### src/rtl/codec_config_sequencer.sv
// codec_config_sequencer
// Steps through the fixed WM8731 register table and hands each write to the
// I2C byte-write engine over a req/done/err handshake. NACKed or timed-out
// writes are retried. The block then reports init_finish on success or
// init_error on failure. Both flags stay high until reset.
module codec_config_sequencer #(
    parameter logic [6:0] DEV_ADDR       = 7'h1A,
    parameter int         MAX_RETRY      = 3,
    parameter int         GAP_CYCLES     = 16,
    parameter int         TIMEOUT_CYCLES = 4096
) (
    input  logic        Clk,
    input  logic        reset,
    input  logic        start,
    output logic        wr_req,
    output logic [23:0] wr_data,
    input  logic        wr_done,
    input  logic        wr_err,
    output logic [3:0]  reg_index,
    output logic        init_finish,
    output logic        init_error
);

    localparam int NUM_ENTRIES = 11;
    localparam int CNT_MAX     = (TIMEOUT_CYCLES > GAP_CYCLES) ? TIMEOUT_CYCLES : GAP_CYCLES;
    localparam int CNT_W       = $clog2(CNT_MAX + 1);
    localparam int RETRY_W     = (MAX_RETRY > 0) ? $clog2(MAX_RETRY + 1) : 1;

    localparam logic [CNT_W-1:0]   TIMEOUT_LAST = CNT_W'(TIMEOUT_CYCLES - 1);
    localparam logic [CNT_W-1:0]   GAP_LAST     = CNT_W'(GAP_CYCLES - 1);
    localparam logic [RETRY_W-1:0] RETRY_LIMIT  = RETRY_W'(MAX_RETRY);
    localparam logic [3:0]         IDX_END      = 4'(NUM_ENTRIES);

    typedef enum logic [2:0] {
        S_IDLE,
        S_LOAD,
        S_REQ,
        S_WAIT,
        S_GAP,
        S_DONE,
        S_FAIL
    } state_t;

    state_t             state;
    state_t             state_next;
    logic [3:0]         idx;
    logic [RETRY_W-1:0] retry;
    logic [CNT_W-1:0]   cnt;
    logic               err;

    // The register table. Each entry is {reg_addr[6:0], reg_data[8:0]}.
    // R9 (activate) is written last, after all other setup is in place.
    function automatic logic [15:0] table_entry(input logic [3:0] i);
        case (i)
            4'd0:    table_entry = {7'd15, 9'h000};
            4'd1:    table_entry = {7'd6,  9'h000};
            4'd2:    table_entry = {7'd0,  9'h017};
            4'd3:    table_entry = {7'd1,  9'h017};
            4'd4:    table_entry = {7'd2,  9'h079};
            4'd5:    table_entry = {7'd3,  9'h079};
            4'd6:    table_entry = {7'd4,  9'h012};
            4'd7:    table_entry = {7'd5,  9'h000};
            4'd8:    table_entry = {7'd7,  9'h002};
            4'd9:    table_entry = {7'd8,  9'h000};
            4'd10:   table_entry = {7'd9,  9'h001};
            default: table_entry = 16'h0000;
        endcase
    endfunction

    // A write fails on a NACK or when the engine stays silent for too long.
    // An error wins over a done pulse that arrives in the same cycle.
    assign err       = wr_err | (cnt == TIMEOUT_LAST);
    assign reg_index = idx;

    // State register.
    always_ff @(posedge Clk) begin
        // NOTE: sequential state uses non-blocking assignments, so every flop
        // samples the values from before the edge and process order has no effect.
        if (reset) state <= S_IDLE;
        else       state <= state_next;
    end

    // Next-state logic.
    always_comb begin
        // NOTE: give a default before the case so that no path leaves
        // state_next unassigned; otherwise synthesis would infer a latch.
        state_next = state;
        case (state)
            S_IDLE: if (start) state_next = S_LOAD;
            S_LOAD: state_next = S_REQ;
            S_REQ:  state_next = S_WAIT;
            S_WAIT: begin
                if (err)          state_next = (retry < RETRY_LIMIT) ? S_GAP : S_FAIL;
                else if (wr_done) state_next = S_GAP;
            end
            S_GAP:  if (cnt == GAP_LAST) state_next = (idx == IDX_END) ? S_DONE : S_LOAD;
            S_DONE: state_next = S_DONE;
            S_FAIL: state_next = S_FAIL;
            default: state_next = S_IDLE;
        endcase
    end

    // Datapath: table index, retry count, shared timeout/gap counter and
    // write word. The Moore outputs are registered from state_next, so each
    // one comes straight from a flop and matches the state it belongs to.
    always_ff @(posedge Clk) begin
        if (reset) begin
            idx         <= '0;
            retry       <= '0;
            cnt         <= '0;
            wr_data     <= '0;
            wr_req      <= 1'b0;
            init_finish <= 1'b0;
            init_error  <= 1'b0;
        end else begin
            wr_req      <= (state_next == S_REQ);
            init_finish <= (state_next == S_DONE);
            init_error  <= (state_next == S_FAIL);
            case (state)
                S_IDLE: begin
                    if (start) begin
                        idx   <= '0;
                        retry <= '0;
                    end
                end
                S_LOAD: wr_data <= {DEV_ADDR, 1'b0, table_entry(idx)};
                S_REQ:  cnt <= '0;
                S_WAIT: begin
                    if (err) begin
                        cnt <= '0;
                        if (retry < RETRY_LIMIT) retry <= retry + RETRY_W'(1);
                    end else if (wr_done) begin
                        cnt   <= '0;
                        idx   <= idx + 4'd1;
                        retry <= '0;
                    end else begin
                        cnt <= cnt + CNT_W'(1);
                    end
                end
                S_GAP:  cnt <= cnt + CNT_W'(1);
                default: ;
            endcase
        end
    end

endmodule

### config.mk
export PLATFORM = sky130hd
export DESIGN_NAME = codec_config_sequencer
export DESIGN_NICKNAME = d
export VERILOG_FILES = /design/src/rtl/codec_config_sequencer.sv
export SDC_FILE = /design/constraint.sdc
export NUM_CORES = 1
export LEC_CHECK = 0
export ABC_CLOCK_PERIOD_IN_PS = 2500
export BUFFER_PORTS_ARGS = -buffer_cell sky130_fd_sc_hd__buf_2
export CAP_MARGIN = 10
export CORE_ASPECT_RATIO = 0.75
export CORE_MARGIN = 3
export CORE_UTILIZATION = 55
export CTS_BUF_LIST = sky130_fd_sc_hd__clkbuf_16
export CTS_CLUSTER_DIAMETER = 120
export DETAILED_ROUTE_END_ITERATION = 10
export PLACE_DENSITY = 0.75
export RECOVER_POWER = 25
export SLEW_MARGIN = 20
export SYNTH_ARGS = -nofsm -noshare
export SYNTH_HDL_FRONTEND = slang
export SYNTH_SLANG_ARGS = --single-unit
### constraint.sdc
create_clock -name Clk -period 2.5 [get_ports Clk]
set_input_delay 0.125 -clock Clk [delete_from_list [all_inputs] [get_ports Clk]]
set_output_delay 0.125 -clock Clk [all_outputs]
set_load 0.03 [all_outputs]
==> impl_metrics.env, run 1 <==
export IMPL_ff2ff_path_depth=6
export IMPL_ys_seq_area_frac=0.368
export IMPL_synth_seq_cells=35
export IMPL_nNetsFinal=249
export IMPL_worstHoldEndpoint="wr_data[2]$_SDFFE_PP0P_"
export IMPL_r2r_end="cnt[11]$_SDFFE_PP0P_"
export IMPL_regArea_um2=701
export IMPL_min_period_over_period=0.768
export IMPL_cts_htree_levels=2
export IMPL_initial_utilization=0.609
export IMPL_hold_violations=0
export IMPL_fin_setup_tns_ns=0
export IMPL_cap_violations=0
export IMPL_num_io_pins=36
export IMPL_period_needed_ns=1.92
export IMPL_ys_types=51
export IMPL_first_pass_iters=4
export IMPL_path_class="reg -> reg"
export IMPL_synth_edf_count=0
export IMPL_critical_path_arrival_ns=2.14
export IMPL_met2WireLength_um=1490
export IMPL_wl_um=3760
export IMPL_ir_worst_vdd_mv=0.439
export IMPL_skew_ns=0.00433
export IMPL_place_congestion=0.852
export IMPL_async_flop_share=0
export IMPL_die_h_um=56.9
export IMPL_ctsResizeCount=0
export IMPL_crit_path_max_fanout=12
export IMPL_core_region_area_um2=3130
export IMPL_fill_cells=265
export IMPL_post_cts_buffers=0
export IMPL_finalMaxSlewViolations=0
export IMPL_fp_dieArea_um2=4210
export IMPL_cts_tree="yes"
export IMPL_postCtsHoldBufs=0
export IMPL_outcome="finished clean"
export IMPL_clk_latency_ns=0.27
export IMPL_grt_pass1_wl_um=6550
export IMPL_switching_power_uw=369
export IMPL_wl_met3_um=281
export IMPL_ys_flop_type="dfxtp_1"
export IMPL_antenna_left=0
export IMPL_endpoint_kind="flip-flop"
export IMPL_total_leakage_power_nw=0.855
export IMPL_tightestPinTransition_ns=0.545
export IMPL_worst_r2r_startpoint="cnt[0]$_SDFFE_PP0P_"
export IMPL_wl_per_cell_um=13.7
export IMPL_p_int_uw=991
export IMPL_p_clk_frac=0.429
export IMPL_clkSinkCount=35
export IMPL_die_w_um=73.9
export IMPL_p_comb_frac=0.129
export IMPL_grt_setup_unrepaired="false"
export IMPL_clk_path_buf_depth=2
export IMPL_cts_root_buffer="clkbuf_16"
export IMPL_grt_max_degree=21
export IMPL_synth_area_per_cell_um2=8.81
export IMPL_rrSetupSlack_ns=0.58
export IMPL_setup_viol=0
export IMPL_drt_iter0_markers=77
export IMPL_highest_layer="met4"
export IMPL_max_freq_mhz=521
export IMPL_antenna_found_initial=0
export IMPL_globalRouteTotalUtil=0.197
export IMPL_multi_input_area_um2=1050
export IMPL_vias_per_cell=5.66
export IMPL_syn2layout_area_growth_pct=9.40
export IMPL_post_route_drc_count=0
export IMPL_cts_buffers=5
export IMPL_p_seq_frac=0.443
export IMPL_min_path_type="in -> reg"
export IMPL_diodes=0
export IMPL_hp_start="reset"
export IMPL_critical_path_required_ns=2.72
export IMPL_synth_cells=216
export IMPL_yosys_warnings=0
export IMPL_cts_clk_slew_worst_paths_ns=0.05
export IMPL_drive_gt1_frac=0.123
export IMPL_holdWs_ns=0.245
export IMPL_swShare=0.271
export IMPL_gr_total_overflow=0
export IMPL_port_buffers=25
export IMPL_drt_met1_wl_um=1950
export IMPL_min_path_cells=2
export IMPL_hpwl_um=2670
export IMPL_synth_area_um2=1900
export IMPL_power_per_cell_area_nw_per_um2=653
export IMPL_vias=1550
export IMPL_grt_pass1_vias=1341
export IMPL_slew_headroom=0.635
export IMPL_startpoint="cnt[0]$_SDFFE_PP0P_"
export IMPL_start_kind="flip-flop"
export IMPL_rows=17
==> cell usage in the layout (no fill, tap or decap), drive strengths merged, types with 5 or more instances in the layout <==
master and count:
inv 8, o21ai 6, clkbuf 19, dfxtp 35, xnor2 6, nand2 6
xor2 7, conb 10, nand4 6, ha 9, and3 6, nand3 6
a21oi 13, mux2i 5, buf 12, nor2 33
==> cell type report <==
class / instances / share of cell area
inverters: 7 / 0.0126
flip-flops and latches: 35 / 0.337
multi-input cells: 160 / 0.505
well taps: 38 / 0.0228
repair buffers: 26 / 0.0553
clock inverters: 3 / 0.00781
clock buffers: 5 / 0.0601
==> metrics by stage <==
| stage | cells | worst slack [ns] | area, um^2 | total power, mW | util |
|---|---|---|---|---|---|
| finish | 274 | 0.581 | 2080 | 1.36 | 0.666 |
| global route | 274 | 0.464 | 2080 | 1.41 | 0.666 |
| CTS | 274 | 0.588 | 2100 | 1.37 | 0.671 |
| detailed placement | 266 | 0.623 | 1960 | 0.790 | 0.626 |
| global placement | 266 | 0.658 | 1960 | 0.787 | 0.626 |
| floorplan | 225 | 0.759 | 1940 | 0.768 | - |
==> cell usage after synthesis, types with 2 or more instances <==
library cell  count  area share
a21o_2            2      0.0092
a21oi_1          13       0.034
a221oi_1          2      0.0092
a32o_1            2       0.011
and2_1            2      0.0066
and3_1            5       0.016
buf_2             4       0.011
buf_4            14       0.055
buf_6             2       0.012
clkbuf_1          2      0.0039
dfxtp_1          35        0.37
ha_1              9       0.059
inv_1             7       0.014
mux2i_1           5       0.026
nand2_1           6       0.012
nand2b_1          3      0.0099
nand3_1           6       0.016
nand4_1           6       0.020
nor2_1           33       0.065
nor2b_1           4       0.013
nor3_1            4       0.011
nor4_1            2      0.0066
o211ai_1          4       0.016
o21ai_0           6       0.016
xnor2_1           6       0.028
xor2_1            7       0.032
==> worst max-delay path, cell delays in order (launching register included) <==
cell and delay (ns):
dfxtp_1 0.34, ha_1 0.23, and4b_4 0.23, a41oi_4 0.36, nand3_1 0.16, a21o_2 0.34
and2b_1 0.21
==> sequential cells by signal (all words and copies together), names as in the netlist <==
name and cells:
wr_data 10, cnt 13, reg_index 4, state 3
init_error 1, retry 2, init_finish 1, wr_req 1
==> worst max-delay path by stage <==
stage	endpoint	slack, ns	cells past startpoint
finish	cnt[11]$_SDFFE_PP0P_	0.58	6
global route	cnt[11]$_SDFFE_PP0P_	0.46	6
CTS	cnt[11]$_SDFFE_PP0P_	0.59	6
detailed placement	cnt[11]$_SDFFE_PP0P_	0.62	6
global placement	cnt[11]$_SDFFE_PP0P_	0.66	6
floorplan	reg_index[3]$_SDFFE_PP0P_	0.76	6
==> routing by layer <==
metal / vias up / track usage
li1: 775 / -
met2: 62 / 0.263
met4: 0 / 0.0388
met5: - / 0
met3: 6 / 0.0563
met1: 707 / 0.310
==> kinds of logic (layout without fill, tap and decap cells) <==
family,Yosys count,count (layout),synth area share
simple gates,80,80,0.217
fa+ha+maj,9,9,0.0592
mux,5,5,0.0263
buf+inv,30,41,0.0973
xor+xnor,13,13,0.0598
flops,35,35,0.368
other cells,1,10,0.00197
compound gates,43,43,0.170
==> power groups by stage <==
stage | sequential (mW) | clock (mW) | combinational [mW]
4_1_cts | 0.601 | 0.590 | 0.179
2_1_floorplan | 0.629 | 0 | 0.139
6_report | 0.602 | 0.583 | 0.175
5_1_grt | 0.605 | 0.615 | 0.194
3_3_place_gp | 0.612 | 0 | 0.175
3_5_place_dp | 0.613 | 0 | 0.177
Note: power is estimated with default switching activity, not from simulation.
==> run 2, diff against run 1 <==
ABC_AREA = 1   (was default)
ABC_CLOCK_PERIOD_IN_PS = 2000   (was 2500)
clock period = 2 ns   (was 2.5 ns; I/O delays follow)
==> impl_metrics.env, run 2 <==
export IMPL_postCtsHoldBufs=0
export IMPL_grt_max_degree=19
export IMPL_antenna_left=0
export IMPL_cts_clk_slew_worst_paths_ns=0.05
export IMPL_syn2layout_area_growth_pct=11.3
export IMPL_rrSetupSlack_ns=0.26
export IMPL_min_period_over_period=0.869
export IMPL_start_kind="flip-flop"
export IMPL_worst_slack_ns=0.262
export IMPL_wl_per_cell_um=12.8
export IMPL_num_io_pins=36
export IMPL_synth_area_um2=1940
export IMPL_die_w_um=74.5
export IMPL_post_cts_buffers=0
export IMPL_grt_pass1_wl_um=6870
export IMPL_synth_area_leaders="dfxtp_1, nand2_1, nor2_1, ha_1, buf_4"
export IMPL_ff2ff_path_depth=5
export IMPL_power_per_cell_area_nw_per_um2=844
export IMPL_post_route_util=0.684
export IMPL_path_class="reg -> reg"
export IMPL_yosys_warnings=0
export IMPL_vias_per_cell=5.21
export IMPL_cap_violations=0
export IMPL_outcome="finished clean"
export IMPL_clk_latency_ns=0.28
export IMPL_clkSinkCount=35
export IMPL_die_h_um=57.4
export IMPL_fill_cells=272
export IMPL_synth_seq_cells=35
export IMPL_grt_setup_unrepaired="false"
export IMPL_ctsResizeCount=0
export IMPL_min_path_type="in -> reg"
export IMPL_synth_edf_count=0
export IMPL_synth_area_per_cell_um2=7.50
export IMPL_endpoint_kind="flip-flop"
export IMPL_drive_gt1_frac=0.162
export IMPL_hold_violations=0
export IMPL_synth_area_mux_share=0
export IMPL_first_pass_iters=4
export IMPL_switching_power_uw=553
export IMPL_setup_viol=0
export IMPL_async_flop_share=0
export IMPL_drt_met1_wl_um=2140
export IMPL_nNetsFinal=297
export IMPL_core_region_area_um2=3150
export IMPL_cts_htree_levels=2
export IMPL_port_buffers=25
export IMPL_fin_setup_tns_ns=0
export IMPL_synth_cells=258
export IMPL_cts_root_buffer="clkbuf_16"
export IMPL_fin_cells=322
export IMPL_layout_commonest_cell="nand2_1"
export IMPL_synth_top_family_by_area="simple AND/OR/NAND/NOR gates"
export IMPL_critical_path_required_ns=2.21
export IMPL_finalMaxSlewViolations=0
export IMPL_dp_slack_ns=0.326
export IMPL_cts_buffers=5
export IMPL_worstHoldEndpoint="reg_index[0]$_SDFFE_PP0P_"
export IMPL_worst_r2r_startpoint="state[2]$_SDFF_PP0_"
export IMPL_gr_total_overflow=0
export IMPL_ys_flop_type="dfxtp_1"
export IMPL_place_inst=314
export IMPL_diodes=0
export IMPL_cts_tree="yes"
export IMPL_largest_register="cnt"
export IMPL_swShare=0.304
export IMPL_synth_adder_area_share=0.0582
export IMPL_highest_layer="met4"
export IMPL_drt_iter0_markers=92
export IMPL_total_leakage_power_nw=0.930
export IMPL_globalRouteTotalUtil=0.208
export IMPL_ir_worst_vdd_mv=0.739
export IMPL_place_congestion=0.861
export IMPL_dpl_cell_area_um2=2030
export IMPL_initial_utilization=0.615
export IMPL_met2WireLength_um=1620
export IMPL_synth_top_cell_area_share=0.362
export IMPL_critical_path_arrival_ns=1.95
export IMPL_synthSimpleGateAreaFrac=0.332
export IMPL_ys_seq_area_frac=0.362
export IMPL_hp_start="wr_done"
export IMPL_synth_xor_area_frac=0.0317
export IMPL_rows=17
export IMPL_mostFrequentLayoutCells="nand2_1, dfxtp_1, nor2_1, inv_1, a21oi_1"
export IMPL_max_freq_mhz=575
export IMPL_finalInstanceArea_um2=2150
export IMPL_r2r_end="wr_data[10]$_SDFFE_PP0P_"
export IMPL_fp_dieArea_um2=4270
export IMPL_largest_reg_flops=13
export IMPL_grt_pass1_vias=1501
export IMPL_skew_ns=0.00387
export IMPL_yosysMostFrequentCell="nand2_1"
export IMPL_post_route_drc_count=0
export IMPL_synth_common_cells="nand2_1, dfxtp_1, nor2_1"
export IMPL_ys_types=34
export IMPL_p_int_mw=1.27
export IMPL_crit_path_max_fanout=12
export IMPL_period_needed_ns=1.74
export IMPL_vias=1678
export IMPL_p_comb_frac=0.180
export IMPL_hpwl_um=3080
export IMPL_min_path_cells=3
export IMPL_wl_met3_um=324
export IMPL_wl_um=4130
export IMPL_p_clk_frac=0.397
export IMPL_yosysTopAreaCell="dfxtp_1"
export IMPL_antenna_found_initial=0
export IMPL_p_seq_frac=0.423
export IMPL_clk_path_buf_depth=2
export IMPL_synth_compound_area_frac=0.102
==> run 2: logic make-up (layout without fill, tap and decap cells) <==
family | after synthesis | in the layout
adders and majority gates | 9 | 9
AOI/OAI and AO/OA | 37 | 37
buffers and inverters | 43 | 60
other | 1 | 10
xor gates and xnor gates | 7 | 7
and+or+nand+nor | 126 | 126
DFF | 35 | 35
==> run 2: power groups by stage <==
stage | sequential (mW) | combinational [mW] | clock (mW)
after floorplan | 0.824 | 0.234 | 0
after global placement | 0.780 | 0.328 | 0
after detailed placement | 0.781 | 0.330 | 0
after CTS | 0.768 | 0.333 | 0.729
after global routing | 0.774 | 0.362 | 0.765
final | 0.770 | 0.328 | 0.721
==> run 2: area by class of cell <==
cell class | count | area (um^2) | area share
clock inverter | 3 | 12.5 | 0.00581
inverter | 25 | 93.8 | 0.0436
tap | 38 | 47.5 | 0.0221
sequential | 35 | 701 | 0.325
multi-input combinational | 189 | 1050 | 0.488
clock buffer | 5 | 125 | 0.0581
timing repair buffer | 27 | 123 | 0.0569
==> run 2: worst max-delay path by stage <==
stage,startpoint,end
6_report,state[2]$_SDFF_PP0_,wr_data[10]$_SDFFE_PP0P_
5_1_grt,state[2]$_SDFF_PP0_,wr_data[10]$_SDFFE_PP0P_
4_1_cts,state[2]$_SDFF_PP0_,wr_data[10]$_SDFFE_PP0P_
3_5_place_dp,state[2]$_SDFF_PP0_,wr_data[10]$_SDFFE_PP0P_
3_3_place_gp,state[2]$_SDFF_PP0_,wr_data[10]$_SDFFE_PP0P_
2_1_floorplan,reg_index[2]$_SDFFE_PP0P_,wr_data[0]$_SDFFE_PP0P_
==> run 2: metrics by stage <==
stage	hold WS [ns]	power (mW)
5_1_grt	0.178	1.90
6_report	0.165	1.82
3_3_place_gp	0.449	1.11
2_1_floorplan	0.270	1.06
4_1_cts	0.166	1.83
3_5_place_dp	0.453	1.11
==> run 2: per-layer routing <==
metal / up-vias / global-route usage
met5: - / 0
met4: 0 / 0.0863
met3: 6 / 0.0651
met2: 57 / 0.265
met1: 753 / 0.316
li1: 862 / -
==> run 2: worst max-delay path: stages, from the launching register on <==
cell and delay, ns:
dfxtp_1 0.37, inv_1 0.19, nand3_1 0.39, nor2_1 0.41, o21ai_0 0.16, a21oi_1 0.15
==> run 3, diff against run 2 <==
CORE_UTILIZATION = 54   (was 55)
MAX_ROUTING_LAYER = met4   (was default)
PLACE_DENSITY = 0.74   (was 0.75)
==> impl_metrics.env, run 3 (synthesis gave the netlist of run 2 again) <==
export IMPL_dp_slack_ns=0.355
export IMPL_layout_commonest_cell="nand2_1"
export IMPL_grt_setup_unrepaired="false"
export IMPL_rrSetupSlack_ns=0.33
export IMPL_ir_worst_vdd_mv=0.585
export IMPL_fp_dieArea_um2=4350
export IMPL_antenna_left=0
export IMPL_critical_path_top_delay_family="simple AND/OR/NAND/NOR gates"
export IMPL_clk_latency_ns=0.28
export IMPL_grt_max_degree=18
export IMPL_cts_clk_slew_worst_paths_ns=0.05
export IMPL_post_cts_buffers=0
export IMPL_finalMaxSlewViolations=0
export IMPL_wl_um=4230
export IMPL_endpoint_kind="flip-flop"
export IMPL_total_leakage_power_nw=0.952
export IMPL_grt_pass1_vias=1554
export IMPL_critical_path_max_stage_delay_ns=0.36
export IMPL_critical_path_required_ns=2.16
export IMPL_clk_path_buf_depth=2
export IMPL_ctsResizeCount=0
export IMPL_path_class="reg -> reg"
export IMPL_hpwl_um=3040
export IMPL_path_cells="ha_1, nand3_1, nor2_2, nand2_2, nand3_2, nand3_2, nand2_2, nor2_1"
export IMPL_cts_root_buffer="clkbuf_16"
export IMPL_postCtsHoldBufs=0
export IMPL_grt_pass1_wl_um=7270
export IMPL_cp_slowest_cell="dfxtp_1"
export IMPL_core_region_area_um2=3360
export IMPL_multi_input_area_um2=1050
export IMPL_min_period_over_period=0.834
export IMPL_num_io_pins=36
export IMPL_start_kind="flip-flop"
export IMPL_die_h_um=57.9
export IMPL_post_route_drc_count=0
export IMPL_first_pass_iters=4
export IMPL_max_freq_mhz=600
export IMPL_power_per_cell_area_nw_per_um2=948
export IMPL_critical_path_arrival_ns=1.83
export IMPL_cts_tree="yes"
export IMPL_cts_htree_levels=2
export IMPL_place_congestion=0.842
export IMPL_cap_violations=0
export IMPL_dpl_cell_area_um2=2050
export IMPL_worst_slack_ns=0.333
export IMPL_min_path_type="in -> reg"
export IMPL_antenna_found_initial=0
export IMPL_finalInstanceArea_um2=2230
export IMPL_clkSinkCount=35
export IMPL_fin_setup_tns_ns=0
export IMPL_regArea_um2=701
export IMPL_cts_buffers=5
export IMPL_setup_viol=0
export IMPL_diodes=0
export IMPL_globalRouteTotalUtil=0.225
export IMPL_drt_iter0_markers=91
export IMPL_syn2layout_area_growth_pct=15.1
export IMPL_rows=18
export IMPL_skew_ns=0.00370
export IMPL_largest_reg_flops=13
export IMPL_period_needed_ns=1.67
export IMPL_post_route_util=0.664
export IMPL_initial_utilization=0.577
export IMPL_die_w_um=75.1
export IMPL_vias_per_cell=5.24
export IMPL_gr_total_overflow=0
export IMPL_outcome="finished clean"
export IMPL_vias=1707
export IMPL_path_buf_inv=0
export IMPL_drive_gt1_frac=0.175
export IMPL_nNetsFinal=299
export IMPL_port_buffers=25
export IMPL_wl_per_cell_um=13.0
export IMPL_mostFrequentLayoutCells="nand2_1, dfxtp_1, nor2_1, inv_1, a21oi_1"
export IMPL_largest_register="cnt"
export IMPL_crit_path_max_fanout=9
export IMPL_fill_cells=313
export IMPL_hold_violations=0
==> run 3: worst reg2reg max path, delay by kind of cell (launching register included) <==
| kind | cells | cell delay [ns] |
|---|---|---|
| adder cells (fa/ha/maj) | 1 | 0.23 |
| AND/OR/NAND/NOR | 7 | 0.96 |
| flip-flops | 1 | 0.36 |
==> run 3: cell type report <==
type                    count  area share
inverters                  25      0.0421
clock buffers               5      0.0562
flip-flops and latches     35       0.315
repair buffers             29      0.0618
multi-input cells         189       0.472
well taps                  40      0.0225
clock inverters             3      0.0303
==> run 3: path summary, 6_finish.rpt <==
path / start / to / depth (start not counted)
setup / recovery: cnt[0]$_SDFFE_PP0P_ / cnt[8]$_SDFFE_PP0P_ / 8
hold / removal: wr_done / reg_index[0]$_SDFFE_PP0P_ / 3
setup reg to reg: cnt[0]$_SDFFE_PP0P_ / cnt[8]$_SDFFE_PP0P_ / 8
hold reg to reg: wr_data[2]$_SDFFE_PP0P_ / wr_data[2]$_SDFFE_PP0P_ / 2
==> run 3: per-layer routing <==
layer / vias up / GRT usage / part of all wire / routed length (um)
met3: 6 / 0.0572 / 0.062 / 262
met2: 47 / 0.329 / 0.43 / 1800
met4: 0 / 0.0449 / 0.010 / 44
met1: 787 / 0.315 / 0.50 / 2120
met5: - / - / 0 / 0
li1: 867 / - / - / -
==> run 3: through the flow <==
stage / hold WS (ns) / cells / power (mW)
3_3_place_gp: 0.439 / 318 / 1.11
4_1_cts: 0.159 / 326 / 2.12
6_report: 0.156 / 326 / 2.11
3_5_place_dp: 0.443 / 318 / 1.12
5_1_grt: 0.194 / 326 / 2.20
2_1_floorplan: 0.270 / 267 / 1.06
==> run 3: where the power goes <==
group          switching [mW]  total, mW  internal, mW
clock                   0.292       1.01         0.713
combinational           0.248      0.338        0.0903
sequential             0.0338      0.767         0.733
